`config.mk`:
```
export PLATFORM = sky130hd
export DESIGN_NAME = regfile_sb
export DESIGN_NICKNAME = d
export VERILOG_FILES = /design/src/rtl/regfile_sb_pkg.sv /design/src/rtl/regfile_sb_counter.sv /design/src/rtl/regfile_sb.sv
export SDC_FILE = /design/constraint.sdc
export NUM_CORES = 2
export LEC_CHECK = 0
export BUFFER_PORTS_ARGS = -buffer_cell sky130_fd_sc_hd__buf_4
export CORE_ASPECT_RATIO = 1.5
export CORE_MARGIN = 1
export CORE_UTILIZATION = 60
export CTS_BUF_LIST = sky130_fd_sc_hd__clkbuf_4 sky130_fd_sc_hd__clkbuf_8 sky130_fd_sc_hd__clkbuf_16
export CTS_CLUSTER_SIZE = 12
export DETAILED_ROUTE_END_ITERATION = 6
export PLACE_DENSITY = 0.78
export SETUP_SLACK_MARGIN = 0.15
export SYNTH_ARGS = -nofsm -noshare
export SYNTH_HDL_FRONTEND = slang
export SYNTH_HIERARCHICAL = 1
export SYNTH_SLANG_ARGS = --single-unit
```
`constraint.sdc`:
```
create_clock -name clk -period 4.7 [get_ports clk]
set_input_delay 0.47 -clock clk [delete_from_list [all_inputs] [get_ports clk]]
set_output_delay 0.47 -clock clk [all_outputs]
set_load 0.005 [all_outputs]
```
`src/rtl/regfile_sb_pkg.sv`:
```
// regfile_sb_pkg: shared constants for the register file and its scoreboard
package regfile_sb_pkg;
  localparam int XLEN = 64;
  localparam int CNT_W = 2;
  localparam int NUM_REGS = 32;
  localparam logic [4:0] REG_ZERO = 5'd0;
  localparam logic [4:0] REG_A0 = 5'd10;
endpackage

```
`src/rtl/regfile_sb_counter.sv`:
```
// sb_counter: saturating pending-write counter with clear; simultaneous inc and dec cancel
module sb_counter #(
  parameter int W = 2
) (
  input  logic         clk,
  input  logic         rst_n,
  input  logic         inc,
  input  logic         dec,
  input  logic         clr,
  output logic [W-1:0] cnt
);
  logic up, dn;
  assign up = inc && !(&cnt);
  assign dn = dec && (|cnt);
  // count issued writes up, landed writes down, never past either end
  always_ff @(posedge clk or negedge rst_n)
    if (!rst_n) cnt <= '0;
    else cnt <= clr ? '0 : cnt + W'(up && !dn) - W'(dn && !inc);
endmodule

```
`src/rtl/regfile_sb.sv`:
```
// regfile_sb: 32 x XLEN register file with write bypass and pending-write issue scoreboard
module regfile_sb import regfile_sb_pkg::*; #(
  parameter int XLEN_P = XLEN,
  parameter int CNT_P = CNT_W
) (
  input  logic              clk,
  input  logic              rst_n,
  input  logic              wen_i,
  input  logic [4:0]        rd_i,
  input  logic [XLEN_P-1:0] rf_wdata_i,
  input  logic [4:0]        rs1_i,
  input  logic [4:0]        rs2_i,
  input  logic              rs1_used_i,
  input  logic              rs2_used_i,
  output logic [XLEN_P-1:0] rs1_data_o,
  output logic [XLEN_P-1:0] rs2_data_o,
  input  logic              issue_i,
  input  logic              issue_wen_i,
  input  logic [4:0]        issue_rd_i,
  input  logic              flush_i,
  output logic              stall_o,
  output logic [XLEN_P-1:0] a0_o
);
  logic [XLEN_P-1:0] regs [NUM_REGS];
  logic [CNT_P-1:0] cnt [NUM_REGS];
  logic wb_ok, hit1, hit2, busy1, busy2, full, inc_ok;
  assign wb_ok = wen_i && rd_i != REG_ZERO;
  assign hit1 = wb_ok && rd_i == rs1_i;
  assign hit2 = wb_ok && rd_i == rs2_i;
  assign rs1_data_o = !rst_n ? '0 : hit1 ? rf_wdata_i : regs[rs1_i];
  assign rs2_data_o = !rst_n ? '0 : hit2 ? rf_wdata_i : regs[rs2_i];
  assign a0_o = regs[REG_A0];
  // a write landing this cycle is covered by the bypass, so it no longer counts as outstanding
  assign busy1 = rs1_used_i && rs1_i != REG_ZERO && cnt[rs1_i] > {{(CNT_P-1){1'b0}}, hit1};
  assign busy2 = rs2_used_i && rs2_i != REG_ZERO && cnt[rs2_i] > {{(CNT_P-1){1'b0}}, hit2};
  assign full = issue_wen_i && issue_rd_i != REG_ZERO && (&cnt[issue_rd_i]);
  assign stall_o = rst_n && issue_i && (busy1 || busy2 || full);
  assign inc_ok = issue_i && !stall_o && issue_wen_i;
  assign cnt[0] = '0;
  generate
    for (genvar i = 1; i < NUM_REGS; i++) begin : g_cnt
      sb_counter #(.W(CNT_P)) u_cnt (
        .clk(clk),
        .rst_n(rst_n),
        .inc(inc_ok && issue_rd_i == 5'(i)),
        .dec(wen_i && rd_i == 5'(i)),
        .clr(flush_i),
        .cnt(cnt[i])
      );
    end
  endgenerate
  // architectural write; x0 is never written so it always reads zero
  always_ff @(posedge clk or negedge rst_n)
    if (!rst_n) for (int k = 0; k < NUM_REGS; k++) regs[k] <= '0;
    else if (wb_ok) regs[rd_i] <= rf_wdata_i;
endmodule

```
# Yosys cells after proc, flatten, opt, wreduce, memory -nomap -nowiden
# Index checks and enable logic that the tools add are counted.
[word_totals]
word_cells = 616
latch_bits = 0
mem_bits_rw = 0
out_inout_bits = 193
regBits = 2110
rom_bits = 0
mem_count = 0
[classes]
magnitude_cmp = 7
n_eq_ne = 64
reduce_logical = 363
div_mod_pow = 0
bitwise = 4
add_sub_neg = 62
mul = 0
n_mux = 53
n_shift = 0
[ops]
columns = ["op", "count"]
rows = [
  ["$bwmux 2048", 1],
  ["$bmux 64 s5", 2],
  ["$mux 64", 9],
  ["$demux 64 s5", 1],
  ["$logic_and 1x1->1", 200],
  ["$eq 5x5->1 const B", 32],
  ["$logic_not 1->1", 94],
  ["$eq 5x4->1 const B", 16],
  ["$mux 2", 37],
  ["$reduce_and 2->1", 32],
  ["$add 2x1->2", 31],
  ["$reduce_or 2->1", 31],
  ["$sub 2x1->2", 31],
  ["$eq 5x3->1 const B", 8],
  ["$bmux 2 s5", 3],
  ["$ge 6x6->1 const B", 4],
  ["$not 5->6", 4],
  ["$eq 5x2->1 const B", 4],
  ["$reduce_bool 5->1", 4],
  ["$eq 5x1->1 const B", 2],
  ["$eq 5x5->1", 2],
  ["$lt 6x1->1 const B", 1],
  ["$gt 2x1->1", 2],
  ["$logic_or 1x1->1", 2],
]

# Depth between registers and ports, before layout
[depth]
ltp_word = 18
mapped_depth = 22
mapped_depth_nobuf = 17

# Cells and area by module
# Netlist, hierarchy kept.
[modules_own_cells]
columns = ["mod", "seq_area_each_um2", "area_each_um2", "instances", "cells_each"]
rows = [
  ["regfile_sb", 51249.2, 112434.1, 1, 8732],
  ["sb_counter", 50.0, 142.6, 31, 15],
]

# Worst setup path before layout
# OpenSTA, ideal clock, no wires.
[synth_path]
kind = "input-to-reg"
startpoint = "input rs2_i[0]"
endpoint = "register g_cnt[13].u_cnt.cnt[1]"
required_time_ns = 4.572
slack_ns = 0.103
path_buffers = 5
path_stages = 19
arrival_time_ns = 4.469
cell_sequence = "buf_6 buf_6 buf_6 buf_2 mux4_2 mux4_2 mux2i_1 ha_1 o22ai_1 o311ai_1 a21oi_2 buf_6 nor4_1 o211ai_1 o31ai_1 nor2_1 ha_1 nor2b_1 mux2_1"
[synth_between]
elab_chain_cells = 18
elab_cells_between_ends = 24
classes_between = "add/sub (2); order compare (1); eq/ne (1); mux (4); bitwise (1); reduce/logical (15)"
[synth_rtl]
columns = ["element", "line_no", "text"]
rows = [
  ["start, declared", "regfile_sb.sv:12", "input logic [4:0] rs2_i,"],
  ["$not 5->6 (not written as such)", "regfile_sb.sv:35", "assign busy2 = rs2_used_i && rs2_i != REG_ZERO && cnt[rs2_i] > {{(CNT_P-1){1'b0}}, hit2};"],
  ["$bmux 2 s5", "regfile_sb.sv:35", ""],
  ["$mux 2 (not written as such) (2 in a row)", "regfile_sb.sv:35", ""],
  ["$gt 2x1->1", "regfile_sb.sv:35", ""],
  ["$logic_and 1x1->1 *", "regfile_sb.sv:35", ""],
  ["$logic_or 1x1->1 * (2 in a row)", "regfile_sb.sv:37", "assign stall_o = rst_n && issue_i && (busy1 || busy2 || full);"],
  ["$logic_and 1x1->1 *", "regfile_sb.sv:37", ""],
  ["$logic_not 1->1 *", "regfile_sb.sv:38", "assign inc_ok = issue_i && !stall_o && issue_wen_i;"],
  ["$logic_and 1x1->1 * (2 in a row)", "regfile_sb.sv:38", ""],
  ["$logic_and 1x1->1 *", "regfile_sb.sv:45", ".inc(inc_ok && issue_rd_i == 5'(i)),"],
  ["$logic_and 1x1->1", "regfile_sb_counter.sv:13", "assign up = inc && !(&cnt);"],
  ["$logic_and 1x1->1", "regfile_sb_counter.sv:18", "else cnt <= clr ? '0 : cnt + W'(up && !dn) - W'(dn && !inc);"],
  ["$add 2x1->2", "regfile_sb_counter.sv:18", ""],
  ["$sub 2x1->2 *", "regfile_sb_counter.sv:18", ""],
  ["$mux 2 *", "regfile_sb_counter.sv:18", ""],
  ["end signal, assigned", "regfile_sb_counter.sv:18", ""],
  ["end, declared", "regfile_sb_counter.sv:10", "output logic [W-1:0] cnt"],
]
# Mark *: on every way between the ends. The rest lies on a longest branch, timed or not. The select of a mux whose other input is x is not followed.
# A chain may end at the register's enable or synchronous reset.

# Worst setup path in the final report
[layout_path]
startpoint = "register g_cnt[19].u_cnt.cnt[0]"
endpoint = "output stall_o"
[layout_between]
elab_chain_cells = 8
elab_cells_between_ends = 18
classes_between = "order compare (2); mux (9); reduce/logical (7)"
[layout_rtl]
columns = ["element", "line_no", "text"]
rows = [
  ["start, declared", "regfile_sb_counter.sv:10", ""],
  ["start signal, assigned", "regfile_sb_counter.sv:18", ""],
  ["$bmux 2 s5 (on tied branches)", "regfile_sb.sv:34, regfile_sb.sv:35", ""],
  ["$mux 2 (on tied branches) (2 in a row)", "regfile_sb.sv:34, regfile_sb.sv:35", ""],
  ["$gt 2x1->1 (on tied branches)", "regfile_sb.sv:34, regfile_sb.sv:35", ""],
  ["$logic_and 1x1->1 (on tied branches)", "regfile_sb.sv:34, regfile_sb.sv:35", ""],
  ["$logic_or 1x1->1", "regfile_sb.sv:37", ""],
  ["$logic_or 1x1->1 *", "regfile_sb.sv:37", ""],
  ["$logic_and 1x1->1 *", "regfile_sb.sv:37", ""],
  ["end, declared", "regfile_sb.sv:21", "output logic stall_o,"],
]
# Marked as above.

==> results.cfg <==
[run_status]
status = finished with violations
violations = DRC

[timing]
final_hold_viol_count = 0
finalCritPeriodShare_pct = 93.5
slew_headroom_pct = 11.1
setup_viol = 0
period_minus_slack_ps = 4390
max_freq_mhz = 228
rsz0062_at_grt = no
tightest_slew_ps = 1330
finalMaxSlewViolations = 0
skew_ps = 53.0
final.setup.tns_ps = 0

[global_route]
antenna_found_initial = 12
grt-ovfl-total = 0
grt_max_degree = 168
grtUsageTotal_pct = 37.3
grt_pass1_wl_um = 547000
first_global_vias = 86000

[logic_synthesis]
avgSynthCellArea_sq_um = 12.7
ys_seq_area_share_pct = 45.2
synth.most_common_cell = nand2_1
synth-edff-count = 0
netlist_area_sq_um = 117000
async_flop_share_pct = 100
synth_flop_cell = dfrtp_1
syn_nets = 9322
netlist.area_leader.share_pct = 45.2
yosys-top-cells-area = dfrtp_1 (45%), mux4_2 (24%), mux2_2 (12%)
synth_top_cell_by_area = dfrtp_1
synth_cells = 9197
yosysWarnings = 6
synth_commonest_cells = nand2_1 (2,377), dfrtp_1 (2,110), mux2_2 (1,222)
yosysUniqueCellTypes = 49
ys_seq_elements = 2110

[route]
totalWireLength_um = 362000
remaining_drc_errors = 9
avgViaCountPerCell = 7.09
wl_per_cell_um = 31.1
final_antenna_net_count = 0
dr_total_vias = 82500
dr.first_iter.drc_count = 10400
first_pass_iters = 7

[finish]
instances_no_fill = 11600
fill_cells = 13600
area_growth_pct = 8.68
fin_nets = 9072
utilization_pct = 65.6
drive_gt1_share_pct = 36.3

[setup_path]
r2r_cells = 16
crit_type = reg -> out
worstSetupStartpoint = g_cnt[19].u_cnt/cnt[0]
cp_max_fo = 18
crit_path_end_kind = output port
arrival_ps = 3920
reg2reg_slack_ps = 410
cp.required_ps = 4230
cp-start-kind = flip-flop
endpoint = stall_o
reg2reg_from = g_cnt[19].u_cnt/cnt[0]
reg2reg_to = g_cnt[15].u_cnt/cnt[1]

[clocking]
postCtsSetupBuffers = 0
cts_root_buf = clkbuf_16
clk_pin_slew_worst_paths_ps = 70
cts_tree = done
clkLatencyLatePin_ps = 860
cts_buffers = 211
cts_max_path_buffers = 4
cts_sinks = 2110
cts_max_level = 4

[placed_design]
numPortBuffers = 284
place.gp.congestion = 0.910
dp_cells = 11300
hpwl_um = 201000

[floorplan]
io_pins = 285
start_util_pct = 60.3
rows = 198
core_sq_um = 194000
dieArea_sq_um = 197000
dieHeight_um = 543
dieWidth_um = 362

[power_and_ir_drop]
p_leak_uw = 0.0572
powerDensity_nw_per_um2 = 401
ir_drop_v = 0.000301

[worst_hold_path]
hp-class = in -> reg

[run]
max_cap_violations = 0
## worst max-delay path: stages, from the launching register on
cell,delay (ps)
dfrtp_1,500
mux4_2,510
mux4_2,470
mux2i_1,140
ha_1,260
o221ai_1,180
o2111ai_1,130
o311a_1,140
a21oi_2,270
buf_12,210
or2_2,130
buf_4,100
## registers in the layout, indices dropped and copies added (netlist names)
| signal | flops |
|---|---|
| g_cnt.u_cnt/cnt | 62 |
| regs | 1984 |
| a0_o | 64 |
## per-layer routing
layer / vias up / track usage (%) / wire length, um
met3: 1513 / 8.01 / 37900
met5: - / 0 / 57
met4: 8 / 21.9 / 24700
met1: 42900 / 47.8 / 127000
met2: 5499 / 59.0 / 172000
li1: 32700 / - / -
## layout make-up
type	count	area (sq um)	area share [%]
multi-input cells	6058	59700	47.0
clock buffers	278	5910	4.66
flip-flops and latches	2110	52800	41.6
repair buffers	549	5050	3.97
diodes	10	25.0	0.0197
well taps	2600	3250	2.56
clock inverters	15	179	0.141
inverters	17	93.8	0.0739
## cells by family after synthesis
logic type	share of synthesized area [%]
multiplexers	38.7
adder cells (fa/ha/maj)	0.353
XOR/XNOR	0.0749
AO/OA/AOI/OAI	2.34
buffers and inverters	4.00
AND/OR/NAND/NOR	9.39
flip-flops	45.2
## how the worst min path moves through the flow
stage / from / to / depth (start not counted)
3_3_place_gp: rst_n / regs[303] / 1
4_1_cts: rf_wdata_i[59] / regs[1467] / 3
5_1_grt: rf_wdata_i[59] / regs[1019] / 3
6_report: rf_wdata_i[59] / a0_o[59] / 3
2_1_floorplan: rst_n / a0_o[0] / 0
3_5_place_dp: rst_n / regs[303] / 1
## per-stage QoR
step / total power [uW] / hold slack [ps] / setup slack, ps / instance area, sq um
after floorplan: 31500 / 174 / 103 / 117000
after global placement: 34300 / 363 / 204 / 120000
after detailed placement: 35100 / 356 / 123 / 120000
after CTS: 50800 / 32.0 / 328 / 127000
after global routing: 52700 / 74.0 / 164 / 127000
final: 50900 / 64.5 / 308 / 127000
## power by group
group | switching, uW | internal [uW]
registers | 2640 | 21500
clock network | 7100 | 8740
logic | 4590 | 6410
total | 14300 | 36600
## repair_timing
action	in CTS	in global routing
endpoints found under the hold margin	682	0
endpoints found under the setup margin	0	7
resized for setup	0	7
hold buffers	63	0
## cells in the final DEF, fill, tap and decap left out, types with 33 or more instances in the layout
master	n
o211ai_1	38
mux4_2	1220
nor2_1	81
clkbuf_4	46
o21ai_0	137
dfrtp_1	2110
nand2_1	2365
ha_1	33
a211oi_1	40
buf_4	421
dlygate4sd3_1	63
a21oi_1	202
clkbuf_16	211
buf_12	55
nor2b_1	91
mux2_2	1222
mux2i_1	358
Power figures use the tool's default switching activity.
